## config.mk

```make
export PLATFORM = sky130hd
export DESIGN_NAME = settings_menu_ctrl
export DESIGN_NICKNAME = d
export VERILOG_FILES = /design/src/rtl/settings_menu_pkg.sv /design/src/rtl/settings_menu_ctrl_btn_edge.sv /design/src/rtl/settings_menu_ctrl.sv
export SDC_FILE = /design/constraint.sdc
export NUM_CORES = 1
export LEC_CHECK = 0
export CAP_MARGIN = 10
export CORE_UTILIZATION = 52
export CTS_BUF_LIST = sky130_fd_sc_hd__clkbuf_4
export CTS_CLUSTER_SIZE = 28
export DETAILED_ROUTE_END_ITERATION = 12
export GPL_TIMING_DRIVEN = 1
export PLACE_DENSITY = 0.92
export SYNTH_ARGS = -nofsm -noshare
export SYNTH_HDL_FRONTEND = slang
export SYNTH_SLANG_ARGS = --single-unit
```

## constraint.sdc

```tcl
create_clock -name i_clock -period 2.2 [get_ports i_clock]
set_input_delay 0.44 -clock i_clock [delete_from_list [all_inputs] [get_ports i_clock]]
set_output_delay 0.44 -clock i_clock [all_outputs]
set_load 0.02 [all_outputs]
```

## src/rtl/settings_menu_pkg.sv

```systemverilog
`default_nettype none
// ============================================================================
//  Module      : settings_menu_pkg
//  Description : Shared types and constants for the settings menu sequencer:
//                FSM state encoding, setting-field encoding (matches the bit
//                order of the field_en bus), field count, default timing
//                parameters and the one-hot field enable helper.
//  Revision    : 1.0  initial release
// ============================================================================
package settings_menu_pkg;

  localparam int FIELD_COUNT = 8;

  localparam int unsigned TIMEOUT_CYCLES_DEFAULT = 100_000_000;
  localparam int unsigned COMMIT_DELAY_DEFAULT   = 2;

  typedef enum logic [1:0] {
    ST_RUN    = 2'b00,
    ST_EDIT   = 2'b01,
    ST_COMMIT = 2'b10
  } state_e;

  // Field index == bit position in field_en.
  typedef enum logic [2:0] {
    F_NUM_3   = 3'd0,
    F_NUM_2   = 3'd1,
    F_NUM_1   = 3'd2,
    F_RING_2  = 3'd3,
    F_RING_1  = 3'd4,
    F_START_3 = 3'd5,
    F_START_2 = 3'd6,
    F_START_1 = 3'd7
  } field_e;

  function automatic logic [FIELD_COUNT-1:0] field_onehot(input logic [2:0] sel);
    return {{(FIELD_COUNT-1){1'b0}}, 1'b1} << sel;
  endfunction

endpackage
`default_nettype wire

```

## src/rtl/settings_menu_ctrl_btn_edge.sv

```systemverilog
`default_nettype none
// ============================================================================
//  Module      : btn_edge
//  Description : Rising-edge detector for one debounced button level. The
//                previous-sample register resets to 1 so that a button held
//                through reset does not produce an event on release.
//  Ports       : i_clock  system clock
//                reset    synchronous active-high reset
//                i_level  debounced, synchronized button level
//                o_rise   high while i_level=1 and the previous sample was 0
//  Revision    : 1.0  initial release
// ============================================================================
module btn_edge (
  input  logic i_clock,
  input  logic reset,
  input  logic i_level,
  output logic o_rise
);

  logic prev_q;
  logic prev_d;

  always_comb begin
    prev_d = i_level;
  end

  always_ff @(posedge i_clock) begin
    if (reset) begin
      prev_q <= 1'b1;
    end else begin
      prev_q <= prev_d;
    end
  end

  // Combinational so the event acts on the same edge that samples it.
  assign o_rise = i_level & ~prev_q;

endmodule
`default_nettype wire

```

## src/rtl/settings_menu_ctrl.sv

```systemverilog
`default_nettype none
// ============================================================================
//  Module      : settings_menu_ctrl
//  Description : Front-panel sequencer sharing the rotary encoder across the
//                eight Enigma setting fields. RUN -> EDIT on a next event
//                (when the cipher is idle), next/back walk the fields, run
//                leaves through COMMIT, which drops all enables, waits
//                COMMIT_DELAY cycles and emits a one-cycle commit pulse.
//  Config      : SETTINGS_IDLE_TIMEOUT_EN - when defined, an idle counter in
//                EDIT forces the COMMIT exit after TIMEOUT_CYCLES idle cycles
//                and pulses timed_out; otherwise timed_out is tied low.
//  Ports       : i_clock    system clock
//                reset      synchronous active-high reset
//                btn_next   next-field button level
//                btn_back   previous-field button level
//                btn_run    leave-edit button level
//                rotary_a/b encoder phases (activity indication only)
//                enc_busy   cipher mid-character, blocks EDIT entry
//                field_en   one-hot edit enables (registered)
//                field_sel  active field index (registered)
//                edit_mode  high in EDIT (registered)
//                commit     one-cycle pulse at the end of COMMIT
//                timed_out  one-cycle pulse on an idle-timeout exit
//  Revision    : 1.0  initial release
// ============================================================================
module settings_menu_ctrl
  import settings_menu_pkg::*;
#(
  parameter int unsigned TIMEOUT_CYCLES = TIMEOUT_CYCLES_DEFAULT,
  parameter int unsigned COMMIT_DELAY   = COMMIT_DELAY_DEFAULT
) (
  input  logic                   i_clock,
  input  logic                   reset,
  input  logic                   btn_next,
  input  logic                   btn_back,
  input  logic                   btn_run,
  input  logic                   rotary_a,
  input  logic                   rotary_b,
  input  logic                   enc_busy,
  output logic [FIELD_COUNT-1:0] field_en,
  output logic [2:0]             field_sel,
  output logic                   edit_mode,
  output logic                   commit,
  output logic                   timed_out
);

  // --------------------------------------------------------------------------
  // Button edge detection: bit 0 next, bit 1 back, bit 2 run
  // --------------------------------------------------------------------------
  logic [2:0] w_levels;
  logic [2:0] w_rise;
  logic       w_next_ev;
  logic       w_back_ev;
  logic       w_run_ev;

  assign w_levels = {btn_run, btn_back, btn_next};

  for (genvar gi = 0; gi < 3; gi++) begin : g_btn
    btn_edge u_btn_edge (
      .i_clock (i_clock),
      .reset   (reset),
      .i_level (w_levels[gi]),
      .o_rise  (w_rise[gi])
    );
  end

  assign w_next_ev = w_rise[0];
  assign w_back_ev = w_rise[1];
  assign w_run_ev  = w_rise[2];

  // --------------------------------------------------------------------------
  // Main state registers
  // --------------------------------------------------------------------------
  state_e                 state_q, state_d;
  logic [2:0]             field_sel_q, field_sel_d;
  logic [FIELD_COUNT-1:0] field_en_q, field_en_d;
  logic                   edit_mode_q, edit_mode_d;
  logic                   commit_q, commit_d;
  logic [3:0]             cnt_q, cnt_d;
  logic                   w_timeout;

  // --------------------------------------------------------------------------
  // Optional idle timeout
  // --------------------------------------------------------------------------
`ifdef SETTINGS_IDLE_TIMEOUT_EN
  localparam logic [26:0] IDLE_LAST = 27'(TIMEOUT_CYCLES - 1);

  logic [26:0] idle_q, idle_d;
  logic [1:0]  rot_q, rot_d;
  logic        timed_out_q, timed_out_d;
  logic        w_activity;

  assign w_activity = w_next_ev | w_back_ev | w_run_ev |
                      (|({rotary_a, rotary_b} ^ rot_q));

  // Timeout only fires on a quiet cycle, so a run event always wins.
  assign w_timeout = (state_q == ST_EDIT) && !w_activity && (idle_q == IDLE_LAST);

  always_comb begin
    rot_d       = {rotary_a, rotary_b};
    timed_out_d = w_timeout;
    idle_d      = '0;
    if ((state_q == ST_EDIT) && !w_activity && !w_timeout) begin
      idle_d = idle_q + 27'd1;
    end
  end

  always_ff @(posedge i_clock) begin
    if (reset) begin
      idle_q      <= '0;
      rot_q       <= '0;
      timed_out_q <= 1'b0;
    end else begin
      idle_q      <= idle_d;
      rot_q       <= rot_d;
      timed_out_q <= timed_out_d;
    end
  end

  assign timed_out = timed_out_q;
`else
  logic w_unused_cfg;

  assign w_timeout    = 1'b0;
  assign timed_out    = 1'b0;
  assign w_unused_cfg = ^{rotary_a, rotary_b, 1'(TIMEOUT_CYCLES)};
`endif

  // --------------------------------------------------------------------------
  // Next-state logic. Outputs are computed from the next state so they are
  // registered yet reflect an event on the very edge that samples it.
  // --------------------------------------------------------------------------
  always_comb begin
    state_d     = state_q;
    field_sel_d = field_sel_q;
    cnt_d       = cnt_q;
    commit_d    = 1'b0;

    case (state_q)
      ST_RUN: begin
        // A next event while the cipher is busy is simply lost.
        if (w_next_ev && !enc_busy) begin
          state_d     = ST_EDIT;
          field_sel_d = 3'd0;
        end
      end

      ST_EDIT: begin
        if (w_run_ev || w_timeout) begin
          state_d = ST_COMMIT;
          cnt_d   = 4'(COMMIT_DELAY);
        end else if (w_next_ev && !w_back_ev) begin
          field_sel_d = field_sel_q + 3'd1;
        end else if (w_back_ev && !w_next_ev) begin
          field_sel_d = field_sel_q - 3'd1;
        end
      end

      ST_COMMIT: begin
        // Pulse is registered as the counter lands on 0; RUN follows a cycle later.
        if (cnt_q == 4'd0) begin
          state_d = ST_RUN;
        end else begin
          cnt_d    = cnt_q - 4'd1;
          commit_d = (cnt_q == 4'd1);
        end
      end

      default: begin
        state_d = ST_RUN;
      end
    endcase

    edit_mode_d = (state_d == ST_EDIT);
    field_en_d  = edit_mode_d ? field_onehot(field_sel_d) : '0;
  end

  always_ff @(posedge i_clock) begin
    if (reset) begin
      state_q     <= ST_RUN;
      field_sel_q <= 3'd0;
      field_en_q  <= '0;
      edit_mode_q <= 1'b0;
      commit_q    <= 1'b0;
      cnt_q       <= 4'd0;
    end else begin
      state_q     <= state_d;
      field_sel_q <= field_sel_d;
      field_en_q  <= field_en_d;
      edit_mode_q <= edit_mode_d;
      commit_q    <= commit_d;
      cnt_q       <= cnt_d;
    end
  end

  assign field_en  = field_en_q;
  assign field_sel = field_sel_q;
  assign edit_mode = edit_mode_q;
  assign commit    = commit_q;

endmodule
`default_nettype wire

```

## After elaboration in Yosys (flattened, before gate mapping)

Cells that the tools add are included.

- Flip-flop bits (word level): 22
- Input port bits: 8
- Output and inout bits: 14
- Logic and storage cells: 51

- Reduce and logical (&&, ||, !) cells: 12
- Bitwise gates (word level): 8
- Equal/unequal tests: 6
- Shifts and indexed selects: 1
- $add $sub $neg: 3
- Muxes and demuxes: 12

Operators with widths:

| kind | number |
|---|---|
| $mux W3 | 4 |
| $mux W4 | 2 |
| $pmux W4 S2 | 1 |
| $shl A1 B3 Y8 const A | 1 |
| $mux W2 | 3 |
| $pmux W2 S3 | 1 |
| $pmux W3 S2 | 1 |
| $not A1 Y1 | 5 |
| $eq A2 B1 Y1 const B | 2 |
| $eq A4 B1 Y1 const B | 1 |
| $logic_not A4 Y1 | 1 |
| $sub A4 B1 Y4 const B | 1 |
| $add A3 B1 Y3 const B | 1 |
| $and A1 B1 Y1 | 3 |
| $logic_and A1 B1 Y1 | 3 |
| $logic_not A1 Y1 | 3 |
| $reduce_and A3 Y1 | 1 |
| $reduce_or A3 Y1 | 1 |
| $sub A3 B1 Y3 const B | 1 |
| $eq A2 B2 Y1 const B | 1 |
| $logic_not A2 Y1 | 1 |
| $ne A2 B1 Y1 const B | 1 |
| $ne A2 B2 Y1 const B | 1 |
| $reduce_bool A2 Y1 | 1 |
| $reduce_or A2 Y1 | 1 |

## Depth between registers and ports, before layout

- Depth in word-level cells: 9
- Gate-level depth with buffers: 8
- Depth with buffers taken out: 7

## Modules after synthesis

From an unflattened synthesis, not the netlist that was laid out.

- Cells, all modules: 120
- Area, all modules: 1163.6 um2

By module, submodules not included:

| module | seq. area each (um2) | area each (um2) | cells an instance | times used |
|---|---|---|---|---|
| settings_menu_ctrl | 380.4 | 1066.0 | 111 | 1 |
| btn_edge | 20.0 | 32.5 | 3 | 3 |

## Worst setup path before layout

Ideal clock, no wire load.

- Path kind: flip-flop to flip-flop
- Start: register cnt_q[0]
- End: register field_en_q[2], in the netlist field_en[2]
- Arrival time: 1.897 ns
- Data required time: 2.114 ns
- Clock period less this slack: 1.983 ns
- Setup slack: 0.217 ns
- Buffers on the path: 0
- Stages on the path, launching flop included: 8
- Setup time: 0.086 ns
- Cell sequence: dfxtp_1 inv_1 ha_1 or3b_4 a221o_1 a211oi_2 nand4_1 a211oi_1

- Word-level cells in the longest chain between the ends: 6

RTL lines:

| what | line | source |
|---|---|---|
| start, declared | settings_menu_ctrl.sv:79 | `logic [3:0] cnt_q, cnt_d;` |
| start signal, assigned | settings_menu_ctrl.sv:192 | `cnt_q <= cnt_d;` |
| $logic_not A4 Y1 | settings_menu_ctrl.sv:161 | `if (cnt_q == 4'd0) begin` |
| $mux W2 | settings_menu_ctrl.sv:161 |  |
| $pmux W2 S3 | settings_menu_ctrl.sv:139 | `case (state_q)` |
| $eq A2 B1 Y1 | settings_menu_ctrl.sv:174 | `edit_mode_d = (state_d == ST_EDIT);` |
| $not A1 Y1 (no line) | - |  |
| $reduce_or A2 Y1 (no line) | - |  |
| end signal, assigned | settings_menu_ctrl.sv:189 | `field_en_q <= field_en_d;` |
| end, declared | settings_menu_ctrl.sv:76 | `logic [FIELD_COUNT-1:0] field_en_q, field_en_d;` |

Every way passes these cells.
A chain may end at the register's enable or synchronous reset.

## Worst setup path after layout

- Start: register state_q[1]
- End: register field_en_q[4], in the netlist field_en[4]

- Word-level cells in the longest chain between the ends: 5
- Elaborated cells on any way between the ends: 12
- Those cells by class: eq/ne: 3; shift: 1; mux: 5; bitwise: 1; reduce/logical: 2

RTL lines:

| what | line | source |
|---|---|---|
| start, declared | settings_menu_ctrl.sv:74 | `state_e state_q, state_d;` |
| start signal, assigned | settings_menu_ctrl.sv:187 | `state_q <= state_d;` |
| $eq A2 B2 Y1 (tied with other cells) | settings_menu_ctrl.sv:139 |  |
| $pmux W2 S3 | settings_menu_ctrl.sv:139 |  |
| $eq A2 B1 Y1 | settings_menu_ctrl.sv:174 |  |
| $not A1 Y1 (no line) | - |  |
| $reduce_or A2 Y1 (no line) | - |  |

Parallel ways exist; a longest one is shown, timed or not.

==> out/qor.yml <==
status:
  run_status: "finished with violations"
  failed_checks: "setup timing"
worst_setup_path:
  path_buf_inv: 2
  r2r.worst_path.cells: 8
  startpoint_type: "register"
  crit_path_top_delay_cell: "sky130_fd_sc_hd__nor4bb_2"
  worst_r2r_startpoint: "state_q[1]"
  worstReg2RegEnd: "field_en[4]"
  path_max_fanout: 4
  setup.reg_to_reg.worst_slack_ns: -0.08
  critical_path.top_delay_family: "simple AND/OR/NAND/NOR gates"
  crit_path_start: "state_q[1]"
  cp.required_ns: 2.40
  crit_path_cell_trace: "inv_1, ha_1, nor4bb_2, o21ai_0, a211oi_4, buf_4, o31ai_4, nor4_1"
  endpoint_kind: "register"
  worst_ep_arrival_time_ns: 2.47
  biggest_cell_delay_along_the_critical_path_ns: 0.37
  worstSetupPathType: "register to register"
grt:
  first_pass_grt_wire_length_um: 4070
  grt_pass1_vias: 902
  grt_antenna_before_repair: 0
  global_route.usage.total: 0.261
  overflow: 0
  grt_max_degree: 13
sta:
  layout_min_cycle_time_ns: 2.28
  setup_viol: 2
  worst-slew-pin-transition_ns: 0.599
  layout_worst_path_cycle_share: 1.03
  fmax_mhz: 439
  setup_skew_after_layout_ns: 0.00668
  timing_max_transition_violations_final: 0
  layout_setup_ws_ns: -0.0768
  slew_headroom: 0.601
  final-hold-violation-count: 0
  rsz_0062_raised_after_global_routing: "yes"
  setup_total_negative_slack_ns: -0.0800
yosys:
  ys.flop_type: "sky130_fd_sc_hd__dfxtp_1"
  synth_fp_nets: 134
  yosys.area_share.adder: 0.0907
  synth_mux_area_frac: 0
  synth.top_cells.by_area: "sky130_fd_sc_hd__dfxtp_1 (40%), sky130_fd_sc_hd__ha_1 (9.1%), sky130_fd_sc_hd__nor2_1 (3.7%), sky130_fd_sc_hd__a211oi_1 (3.4%), sky130_fd_sc_hd__inv_1 (3.4%)"
  post_synth_and_or_nand_nor_area_fraction: 0.235
  netlist.area_leader.share: 0.399
  synthesis.area_per_instance_um2: 9.35
  synthMostInstantiatedCell: "sky130_fd_sc_hd__dfxtp_1"
  netlist_top_cells_count: "sky130_fd_sc_hd__dfxtp_1 (22), sky130_fd_sc_hd__nor2_1 (11), sky130_fd_sc_hd__inv_1 (10)"
  post_synth_inst_count: 118
  synth-compound-area-share: 0.184
  number_of_distinct_library_cell_variants_in_the_gate_level_netlist_after_synthesis: 45
  main_combinational_cell_family_by_area_after_synthesis: "simple AND/OR/NAND/NOR gates"
  parity_gate_share_of_the_synthesized_area_counting_xor_and_xnor_cells: 0.0317
  synth-edff-count: 0
  synthesis.area_um2: 1100
  yosys_warnings: 0
  ffs_latches_synth: 22
  synth_seq_area_share: 0.399
  synth.largest_area_cell: "sky130_fd_sc_hd__dfxtp_1"
  fraction_of_registers_with_async_set_reset: 0
pwr:
  switching_power_uw: 184
  leakagePower_nw: 0.563
  report.power.total_uw: 713
  power.density_cell_area_nw_per_um2: 479
  power.combinational.fraction: 0.155
  vdd_drop_max_v: 0.000432
  clockPowerShare: 0.262
  power.internal_uw: 529
  power.switching_fraction: 0.258
  share_seq_of_total_power: 0.583
clock_tree:
  cts_sinks: 22
  clk_pin_slew_worst_paths_ns: 0.12
  tritoncts: "yes"
  root_buffer: "sky130_fd_sc_hd__clkbuf_4"
  cts_inserted_buffers: 3
  postCtsHoldBufs: 0
  cts-htree-levels: 1
  ctsLongestPathBuffers: 2
  clock_insertion_delay_worst_skew_ns: 0.31
place:
  placement.setup.worst_slack_ns: -0.453
  port_buffers: 18
  detailed_place_hpwl_um: 1780
  place_congestion: 0.912
  place_inst: 167
detailed_routing:
  first_pass_iters: 5
  drc: 0
  wire_length_per_cell_after_detailed_routing_um: 16.8
  viasPerCell: 5.98
  vias: 1059
  drt_iter0_drc: 64
  totalWireLength_um: 2980
  detail-route-antenna-nets: 0
floorplan:
  die_area_um2: 2310
  die-height_um: 48.1
  ioPinCount: 22
  core-area_um2: 1980
  fp-row-count: 16
  floorplan.initialDensity: 0.557
  die_width_um: 48.1
final_layout:
  layoutNonFillerInstCount: 177
  number_of_inserted_diodes: 0
  growth_of_design_area_from_synthesis_to_finish_pct: 34.9
  final_nets: 167
  drive_gt1_frac: 0.280
hold_path:
  hold_path_class: "input port to register"
  worstHoldEndpoint: "g_btn[0].u_btn_edge.prev_q"
  min_path_cells: 3
  timing.hold.worst.start: "btn_next"
job:
  maxCapViolCount: 0
[final cells by class]
class,instances,area (um2)
clock buffers,3,22.5
clock inverters,1,3.75
fillers,130,493
inverters,10,37.5
multi-input cells,83,673
flip-flops and latches,22,443
well taps,27,33.8
repair buffers,31,275
[sequential cells by signal (all words and copies together) (netlist names)]
signal and flops:
state_q 2, cnt_q 4, field_sel 3, commit 1, edit_mode 1, g_btn.u_btn_edge.prev_q 3, field_en 8
[kinds of logic (layout without fill, tap and decap cells)]
family,Yosys count,in the layout
xor gates and xnor gates,4,4
AOI/OAI and AO/OA,26,26
and+or+nand+nor,44,44
other,1,1
DFF,22,22
adders and majority gates,8,8
buffers and inverters,13,45
[per-layer routing]
metal,wire [um],GRT usage
met1,1100,0.321
met2,1510,0.446
met3,217,0.0415
met4,143,0.117
met5,0,0
[metrics by stage]
step	hold WS [ns]	util	cell area, um2
6_report	0.592	0.751	1490
5_1_grt	0.602	0.751	1490
4_1_cts	0.582	0.722	1430
3_5_place_dp	0.515	0.679	1350
3_3_place_gp	0.501	0.679	1350
2_1_floorplan	0.489	-	1100
[repair_timing]
| item | 4_1_cts | 5_1_grt |
|---|---|---|
| pin swaps | 7 | 6 |
| endpoints found under the setup margin | 6 | 9 |
| resized for setup | 11 | 7 |
| buffers inserted | 4 | 2 |
[worst min-delay path, cell delays in order]
cell and delay, ns:
sky130_fd_sc_hd__dlygate4sd2_1 0.22, sky130_fd_sc_hd__buf_4 0.13, sky130_fd_sc_hd__or2_2 0.09
[power by group through the flow]
stage               Clock [mW]  Sequential, mW  Combinational [mW]
floorplan                    0           0.425              0.0541
global placement             0           0.422              0.0840
detailed placement           0           0.423              0.0879
CTS                      0.189           0.415              0.0993
global route             0.203           0.417               0.118
finish                   0.187           0.415               0.110
[how the worst max path moves through the flow]
stage                        endpoint  cells after the start
after floorplan           field_en[2]                      7
after global placement    field_en[3]                      6
after detailed placement  field_en[3]                      6
after CTS                 field_en[1]                      7
after global routing      field_en[4]                      8
final                     field_en[4]                      8
[cell usage in the layout, fill, tap and decap left out, types with 2 or more instances in the layout]
master                             n
sky130_fd_sc_hd__dfxtp_1          20
sky130_fd_sc_hd__nand2_1           5
sky130_fd_sc_hd__nand4_1           4
sky130_fd_sc_hd__nor4_1            3
sky130_fd_sc_hd__nor2b_1           3
sky130_fd_sc_hd__xnor2_1           2
sky130_fd_sc_hd__inv_2             2
sky130_fd_sc_hd__a21oi_1           5
sky130_fd_sc_hd__nor3_1            2
sky130_fd_sc_hd__or2_2             3
sky130_fd_sc_hd__ha_1              7
sky130_fd_sc_hd__o21ai_0           2
sky130_fd_sc_hd__dlygate4sd2_1     2
sky130_fd_sc_hd__dfxtp_2           2
sky130_fd_sc_hd__inv_1             8
sky130_fd_sc_hd__a211oi_2          4
sky130_fd_sc_hd__nor2_1           11
sky130_fd_sc_hd__clkdlybuf4s50_1  16
sky130_fd_sc_hd__xor2_1            2
sky130_fd_sc_hd__clkbuf_4          3
sky130_fd_sc_hd__buf_4            13
No activity file was read; power rests on OpenSTA's default activity.
